**src/rtl/mem_port_arbiter.sv**
```systemverilog
// Round-robin arbiter sharing one single-ported memory between instruction fetch and load/store.
// Define ARB_PERF_CNT_EN to add saturating stall and conflict performance counters.
module mem_port_arbiter #(
    parameter int unsigned WIDTH = 32,
    parameter int unsigned BE_W  = WIDTH / 8
) (
    input  logic             clk,
    input  logic             rst,
    input  logic             if_req,
    input  logic [WIDTH-1:0] if_addr,
    output logic [WIDTH-1:0] if_rdata,
    output logic             if_valid,
    input  logic             d_req,
    input  logic             d_we,
    input  logic [BE_W-1:0]  d_be,
    input  logic [WIDTH-1:0] d_addr,
    input  logic [WIDTH-1:0] d_wdata,
    output logic [WIDTH-1:0] d_rdata,
    output logic             d_valid,
    output logic             mem_req,
    output logic             mem_we,
    output logic [BE_W-1:0]  mem_be,
    output logic [WIDTH-1:0] mem_addr,
    output logic [WIDTH-1:0] mem_wdata,
    input  logic             mem_ready,
    input  logic [WIDTH-1:0] mem_rdata,
`ifdef ARB_PERF_CNT_EN
    output logic [31:0]      perf_stall_cnt,
    output logic [31:0]      perf_conflict_cnt,
`endif
    output logic             stall
);

    typedef enum logic [1:0] {StIdle, StBusyI, StBusyD, StResp} state_e;

    state_e           state_q, state_d;
    logic             last_d_q, last_d_d;  // 1: data side won the last grant
    logic             mem_req_q, mem_req_d;
    logic             mem_we_q, mem_we_d;
    logic [BE_W-1:0]  mem_be_q, mem_be_d;
    logic [WIDTH-1:0] mem_addr_q, mem_addr_d;
    logic [WIDTH-1:0] mem_wdata_q, mem_wdata_d;
    logic [WIDTH-1:0] if_rdata_q, if_rdata_d;
    logic [WIDTH-1:0] d_rdata_q, d_rdata_d;
    logic             if_valid_q, if_valid_d;
    logic             d_valid_q, d_valid_d;
    logic             pick_d;

    // Data wins when alone, or when both request and fetch had the last grant.
    assign pick_d = d_req & (~if_req | ~last_d_q);

    always_comb begin
        state_d     = state_q;
        last_d_d    = last_d_q;
        mem_req_d   = mem_req_q;
        mem_we_d    = mem_we_q;
        mem_be_d    = mem_be_q;
        mem_addr_d  = mem_addr_q;
        mem_wdata_d = mem_wdata_q;
        if_rdata_d  = if_rdata_q;
        d_rdata_d   = d_rdata_q;
        if_valid_d  = 1'b0;
        d_valid_d   = 1'b0;
        unique case (state_q)
            StIdle: begin
                if (pick_d) begin
                    state_d     = StBusyD;
                    mem_req_d   = 1'b1;
                    mem_we_d    = d_we;
                    mem_be_d    = d_be;
                    mem_addr_d  = d_addr;
                    mem_wdata_d = d_wdata;
                end else if (if_req) begin
                    state_d     = StBusyI;
                    mem_req_d   = 1'b1;
                    mem_we_d    = 1'b0;
                    mem_be_d    = '0;
                    mem_addr_d  = if_addr;
                    mem_wdata_d = '0;
                end
            end
            StBusyI: begin
                if (mem_ready) begin
                    state_d    = StResp;
                    mem_req_d  = 1'b0;
                    if_rdata_d = mem_rdata;
                    if_valid_d = 1'b1;
                    last_d_d   = 1'b0;
                end
            end
            StBusyD: begin
                if (mem_ready) begin
                    state_d   = StResp;
                    mem_req_d = 1'b0;
                    if (!mem_we_q) begin
                        d_rdata_d = mem_rdata;
                    end
                    d_valid_d = 1'b1;
                    last_d_d  = 1'b1;
                end
            end
            StResp: begin
                state_d = StIdle;
            end
            default: begin
                state_d = StIdle;
            end
        endcase
    end

    always_ff @(posedge clk or posedge rst) begin
        if (rst) begin
            state_q     <= StIdle;
            last_d_q    <= 1'b0;
            mem_req_q   <= 1'b0;
            mem_we_q    <= 1'b0;
            mem_be_q    <= '0;
            mem_addr_q  <= '0;
            mem_wdata_q <= '0;
            if_rdata_q  <= '0;
            d_rdata_q   <= '0;
            if_valid_q  <= 1'b0;
            d_valid_q   <= 1'b0;
        end else begin
            state_q     <= state_d;
            last_d_q    <= last_d_d;
            mem_req_q   <= mem_req_d;
            mem_we_q    <= mem_we_d;
            mem_be_q    <= mem_be_d;
            mem_addr_q  <= mem_addr_d;
            mem_wdata_q <= mem_wdata_d;
            if_rdata_q  <= if_rdata_d;
            d_rdata_q   <= d_rdata_d;
            if_valid_q  <= if_valid_d;
            d_valid_q   <= d_valid_d;
        end
    end

    assign mem_req   = mem_req_q;
    assign mem_we    = mem_we_q;
    assign mem_be    = mem_be_q;
    assign mem_addr  = mem_addr_q;
    assign mem_wdata = mem_wdata_q;
    assign if_rdata  = if_rdata_q;
    assign d_rdata   = d_rdata_q;
    assign if_valid  = if_valid_q;
    assign d_valid   = d_valid_q;
    assign stall     = (if_req & ~if_valid_q) | (d_req & ~d_valid_q);

`ifdef ARB_PERF_CNT_EN
    logic [31:0] stall_cnt_q, conflict_cnt_q;
    logic        conflict;

    assign conflict = (state_q == StIdle) & if_req & d_req;

    always_ff @(posedge clk or posedge rst) begin
        if (rst) begin
            stall_cnt_q    <= '0;
            conflict_cnt_q <= '0;
        end else begin
            if (stall && stall_cnt_q != 32'hFFFF_FFFF) begin
                stall_cnt_q <= stall_cnt_q + 32'd1;
            end
            if (conflict && conflict_cnt_q != 32'hFFFF_FFFF) begin
                conflict_cnt_q <= conflict_cnt_q + 32'd1;
            end
        end
    end

    assign perf_stall_cnt    = stall_cnt_q;
    assign perf_conflict_cnt = conflict_cnt_q;
`endif

endmodule
```
**config.mk**
```make
export PLATFORM = sky130hd
export DESIGN_NAME = mem_port_arbiter
export DESIGN_NICKNAME = d
export VERILOG_FILES = /design/src/rtl/mem_port_arbiter.sv
export SDC_FILE = /design/constraint.sdc
export NUM_CORES = 1
export LEC_CHECK = 0
export CAP_MARGIN = 20
export CORE_MARGIN = 4
export CORE_UTILIZATION = 29
export DETAILED_ROUTE_END_ITERATION = 6
export PLACE_DENSITY = 0.64
export SYNTH_ARGS = -nofsm -noshare
export SYNTH_HDL_FRONTEND = slang
export SYNTH_SLANG_ARGS = --single-unit
export TNS_END_PERCENT = 20
```
**constraint.sdc**
```tcl
create_clock -name clk -period 6.4 [get_ports clk]
set_input_delay 1.6 -clock clk [delete_from_list [all_inputs] [get_ports clk]]
set_output_delay 1.6 -clock clk [all_outputs]
set_load 0.005 [all_outputs]
```
After elaboration in Yosys (flattened, before gate mapping)
Index checks and enable logic that the tools add are counted.

Reductions and logical operators: 11. Equality and inequality tests: 7. Bitwise logic cells: 10. Multiplexer cells: 21.

Operator list (count): 32-bit 2-to-1 mux (4); 1-bit 2-to-1 mux (9); 3-bit AND reduction (3); 4-bit 2-to-1 mux (2); 2-bit 2-to-1 mux (3); 2-bit case mux with 3 select lines (1); 2-bit AND reduction (3); 2-bit nonzero test (3); 1-bit inverter (5); 2-bit == test, second input constant (2); 2-bit != test, second input constant (2); 1-bit case mux with 2 select lines (2); 1-bit bitwise AND (3); 3-bit != test, second input constant (1); 2-bit by 1-bit == test with 1-bit output, second input constant (1); 2-bit zero test (1); 2-bit by 1-bit != test with 1-bit output, second input constant (1); 1-bit bitwise OR (2); 2-bit OR reduction (1).

Logic and storage cells: 60. Bits in registers: 139. Input bits: 138. Output and inout port bits: 137.

Logic depth before layout (Yosys ltp)
Gate-level depths: netlist of run 1.

Word-level depth: 5. Gate-level depth with buffers: 7. Depth with buffers taken out: 5.

Worst setup path after synthesis of run 1
Ideal clock, no wire load.

Path type: in2out. From: input port if_req. To: output port stall. Stages: 2. Data arrival time: 1.802 ns. Buffers on the path: 0. Required time: 4.800 ns. Path slack: 2.998 ns. Path through: inv_1 -> o22ai_1.

Cells in the longest elaborated chain, start to end: 2.

Ends and longest elaborated chain: from (decl) (RTL line 9) `input logic if_req,`; 1-bit bitwise AND (RTL line 148) `assign stall = (if_req & ~if_valid_q) | (d_req & ~d_valid_q);`; 1-bit bitwise OR (RTL line 148); to (decl) (RTL line 31) `output logic stall`.

Every way passes these cells.

Final worst setup path of run 1
Ends and elaborated chain as after synthesis.

==> results of run 1 <==
-- layer usage --
layer	track usage (%)	vias to the layer above	part of all wire, %
li1	-	2026	-
met1	17.4	2121	40
met2	26.5	174	50
met3	6.55	12	8.4
met4	4.47	0	1.1
met5	0	-	0
-- layout by cell type, fill, tap and decap left out, drive strengths merged --
cell type and count:
clkdlybuf4s50 274, dfrtp 139, a21oi 66, mux2 65, a22o 37, nand2 33, nor2 33, clkbuf 22
inv 7, buf 5, ha 4, bufinv 4, clkinv 3, and2 2, mux2i 2, nand2b 1
o21ai 1, a21boi 1, o22ai 1, nor2b 1, a31oi 1, o21ba 1, a21bo 1, o21a 1
a21o 1, clkinvlp 1
-- power breakdown --
part           switching, W  internal [W]  leakage, nW
logic              0.000665       0.00120         1.88
registers          0.000239       0.00132         1.67
clock network      0.000366      0.000705        0.319
total               0.00127       0.00322         3.87
-- registers in the layout (all words and copies together), names as in the netlist --
| register | cells |
|---|---|
| d_rdata | 32 |
| if_rdata | 32 |
| mem_addr | 32 |
| mem_wdata | 32 |
| mem_be | 4 |
| state_q | 2 |
| d_valid | 1 |
| if_valid | 1 |
| last_d_q | 1 |
| mem_req | 1 |
| mem_we | 1 |
-- logic make-up after synthesis --
logic type	after synthesis	share of synthesized area [%]
fa+ha+maj	4	0.919
buf+inv	33	3.03
flops	139	63.9
simple gates	70	5.01
compound gates	111	13.3
mux	67	13.8
-- final timing paths --
kind / to / slack [ns] / cells after the start
max: stall / 1.67 / 4
min: d_rdata[5]$_DFFE_PP0P_ / 0.50 / 1
max reg2reg: mem_be[2]$_DFFE_PP0P_ / 4.27 / 4
min reg2reg: d_rdata[5]$_DFFE_PP0P_ / 0.50 / 1
max in group asynchronous: if_rdata[17]$_DFFE_PP0P_ / 3.45 / 3
min in group asynchronous: if_rdata[25]$_DFFE_PP0P_ / 1.70 / 2
-- critical path, cell delays in order --
cell	delay, ns
clkdlybuf4s50_1	0.65
inv_1	0.12
o22ai_1	0.22
clkdlybuf4s50_1	0.54
-- through the flow --
stage,setup WS (ns),area (um2),hold slack [ns],total power (W),util (%)
2_1_floorplan,1.08,5440,0.489,0.00229,-
3_5_place_dp,1.68,8380,0.492,0.00344,46.0
3_3_place_gp,1.70,8380,0.480,0.00340,46.0
6_report,1.67,9060,0.501,0.00449,49.8
4_1_cts,1.68,9030,0.505,0.00455,49.6
5_1_grt,1.58,9060,0.519,0.00478,49.8
-- cell type report --
class	count	area, um2	share of cell area, %
flip-flops and latches	139	3480	38.4
clock buffers	22	494	5.46
clock inverters	9	159	1.75
well taps	229	287	3.16
repair buffers	279	2800	30.9
inverters	6	27.5	0.304
multi-input cells	252	1810	20.0
==> impl_metrics.toml, run 1 <==
[clocking]
cts_buffers = 17
hold_buffers = 0
clockBufferDepth = 2
clk_pin_slew_ns = 0.06
clk_latency_ns = 0.41
cts.sinks = 139
cts_max_level = 4
post_cts_buffers = 0
clock-root-buffer = "clkbuf_16"
cts_tree = "done"
post_cts_resized = 0

[logic_synthesis]
synth-warning-count = 0
synthCells = 424
syn_nets = 566
syn_area_per_cell_um2 = 12.8
synth_area_leader_cell = "dfrtp_1"
synth_most_common_cell = "dfrtp_1"
syn_area_mm2 = 0.00544
synth.distinct_cells = 26
synth_edf_count = 0
seq_area_frac_synth_pct = 63.9
yosys-top-cells-area = "dfrtp_1, mux2_2, a21oi_1"
postSynth.asyncResetShare_pct = 100
ys_ff_latch = 139
synthFlopType = "dfrtp_1"
synth_commonest_cells = "dfrtp_1, a21oi_1, mux2_2, a22o_1"
synth_top_area_share_pct = 63.9

[global_routing]
antenna_found_initial = 0
grt_overflow = 0
grt_pass1_wl_um = 26100
track_usage_pct = 15.3
grt_max_degree = 86
first_global_vias = 4689

[detailed_routing]
via_per_inst = 4.63
wl_um = 16100
ant_nets = 0
wl_per_cell_um = 17.2
firstDrtPassIters = 4
first_iter_violations = 177
drc = 0
vias = 4333

[sta]
finalCritPeriodShare_pct = 73.9
tightest_slew_ns = 0.978
setup_tns_ns = 0
period_minus_slack_ns = 4.73
hold_violations = 0
rsz0062_at_grt = "no"
skew_ns = 0.00653
finalMaxSlewViolations = 0
maxSlewHeadroom_pct = 34.6
finalSetupViolations = 0
max_freq_mhz = 211

[place]
dp.cells = 904
place_congestion = 0.761
hpwl_um = 11600
port_buffers = 274

[floorplan]
io_pins = 275
initial_core_util_pct = 29.9
die-area_mm2 = 0.0210
core-area_mm2 = 0.0182
rows = 49
fp.dieW_um = 145
die_h_um = 145

[cells_and_area]
antenna_cells = 0
finalNetCount = 837
area_growth_pct = 66.4
drive_above_1_share_pct = 15.0
nFillCells = 1602
fin_cells = 936

[worst_setup_path]
required_ns = 4.80
critPathLaunch = "if_req"
crit_path_end_kind = "output pin"
arrival_ns = 3.13
setup.worst_path.class = "input pin to output pin"
reg2reg_from = "last_d_q$_DFFE_PP0P_"
critPathLaunchType = "input pin"
crit_path_max_fanout = 5

[pwr]
leakage_nw = 3.87
ir_drop_mv = 0.213
cellPowerDensity_mw_per_mm2 = 495

[min_path]
worstHoldPathType = "flop to flop"
worstHoldStart = "d_rdata[5]$_DFFE_PP0P_"

[flow_run]
maxCapViolations = 0

[status]
outcome = "complete, no violations"
Power figures use the tool's default switching activity.
==> run 2: changes to the inputs <==
clock period = 4.84 ns   (was 6.4 ns; I/O delays follow)
==> run 2 against run 1 <==
  * Clock skew is 0.0026 ns higher
  * Total power is 32% higher
  * Clock power is 28% higher
  * Design area is 0.15% higher
  * Utilization is 0.076 points higher
  * Sequential share of layout area is 0.058 points lower
  * Routed wire length is 1.8% higher
  * Die area stayed put
  * Final cell count is 0.32% higher
  * Worst hold slack better by 0.00084 ns
  * Combinational power is 33% higher
==> impl_metrics.toml, run 2 (synthesis results as in run 1) <==
[min_path]
worstHoldPathCells = 1
worstHoldStart = "d_rdata[14]$_DFFE_PP0P_"
worstHoldEndpoint = "d_rdata[14]$_DFFE_PP0P_"
worstHoldPathType = "flop to flop"

[place]
dpl_cell_area_mm2 = 0.00839
place_congestion = 0.789
hpwl_um = 11900
port_buffers = 274

[flow_run]
maxCapViolations = 0

[detailed_routing]
wl_um = 16400
first_iter_violations = 132
vias = 4385
drc = 0
wl_per_cell_um = 17.5
via_per_inst = 4.67
ant_nets = 0
firstDrtPassIters = 4

[worst_setup_path]
critPathLaunchType = "input pin"
arrival_ns = 2.70
r2r-end = "d_rdata[26]$_DFFE_PP0P_"
crit_path_end_kind = "output pin"
required_ns = 3.63
r2r_slack_ns = 2.84
crit_path_max_fanout = 5
r2r.worst_path.cells = 5
reg2reg_from = "state_q[0]$_DFFE_PP0P_"
setup.worst_path.class = "input pin to output pin"

[clocking]
clk_pin_slew_ns = 0.06
cts.sinks = 139
clk_latency_ns = 0.41
cts_tree = "done"
clock-root-buffer = "clkbuf_16"
post_cts_resized = 0
clockBufferDepth = 2
cts_buffers = 17
cts_max_level = 4
hold_buffers = 0
post_cts_buffers = 0

[floorplan]
initial_core_util_pct = 29.9
rows = 49
core-area_mm2 = 0.0182
io_pins = 275
die_h_um = 145
die-area_mm2 = 0.0210
fp.dieW_um = 145

[cells_and_area]
drive_above_1_share_pct = 15.2
area_growth_pct = 66.7
design_area_mm2 = 0.00907
finalNetCount = 840
final_common_cell = "clkdlybuf4s50_1"
nFillCells = 1596
final_cell_mix = "clkdlybuf4s50_1, dfrtp_1, a21oi_1"
antenna_cells = 0

[global_routing]
first_global_vias = 4819
track_usage_pct = 15.7
grt_pass1_wl_um = 26700
grt_overflow = 0
antenna_found_initial = 0
grt_max_degree = 83

[sta]
rsz0062_at_grt = "no"
finalMaxSlewViolations = 0
maxSlewHeadroom_pct = 41.6
skew_ns = 0.00911
hold_violations = 0
finalCritPeriodShare_pct = 80.8
tightest_slew_ns = 0.875
period_minus_slack_ns = 3.91
max_freq_mhz = 256
finalSetupViolations = 0
setup_tns_ns = 0

[status]
outcome = "complete, no violations"

[pwr]
p_int_w = 0.00422
seqPwrFrac_pct = 34.8
p_comb_share_pct = 42.0
p_switching_w = 0.00169
ir_drop_mv = 0.257
leakage_nw = 3.87
cellPowerDensity_mw_per_mm2 = 651
switching_share_pct = 28.6
power_frac_clock_pct = 23.2
-- run 2: per-layer routing --
layer / wire length, um / global-route usage (%) / vias to the layer above
li1: - / - / 2037
met1: 6570 / 17.9 / 2149
met2: 8310 / 27.2 / 186
met3: 1320 / 6.61 / 13
met4: 203 / 4.47 / 0
met5: 0 / 0 / -
-- run 2: final cells by class --
cell class / count / area [um2] / area share, %
repair buffers: 282 / 2840 / 31.3
inverters: 6 / 26.3 / 0.290
well taps: 229 / 287 / 3.16
flip-flops and latches: 139 / 3480 / 38.3
multi-input cells: 252 / 1810 / 20.0
clock inverters: 11 / 169 / 1.86
clock buffers: 20 / 457 / 5.03
-- run 2: worst max-delay path by stage --
stage               startpoint                     end  depth (start not counted)
global placement        if_req                   stall                          4
detailed placement      if_req                   stall                          4
finish                  if_req                   stall                          4
global route            if_req                   stall                          4
CTS                     if_req                   stall                          4
floorplan                  rst  d_rdata[0]$_DFFE_PP0P_                          1
-- run 2: power groups by stage --
stage	clock, W	sequential [W]	combinational, W
CTS	0.00141	0.00206	0.00251
detailed placement	0	0.00207	0.00250
floorplan	0	0.00208	0.000945
global route	0.00147	0.00213	0.00268
global placement	0	0.00204	0.00246
finish	0.00137	0.00206	0.00248
-- run 2: through the flow --
stage | setup slack (ns) | power [W] | hold WS (ns) | utilization [%] | cells
final | 0.931 | 0.00591 | 0.502 | 49.8 | 939
after global routing | 0.861 | 0.00628 | 0.515 | 49.8 | 939
after CTS | 0.921 | 0.00599 | 0.505 | 49.5 | 937
after detailed placement | 0.931 | 0.00457 | 0.491 | 46.1 | 906
after global placement | 0.995 | 0.00450 | 0.489 | 46.1 | 906
after floorplan | 1.89 | 0.00303 | 0.489 | - | 424
-- run 2: critical path, cell delays in order --
cell	delay, ns
clkdlybuf4s50_1	0.66
inv_1	0.12
o22ai_1	0.19
clkdlybuf4s50_1	0.52
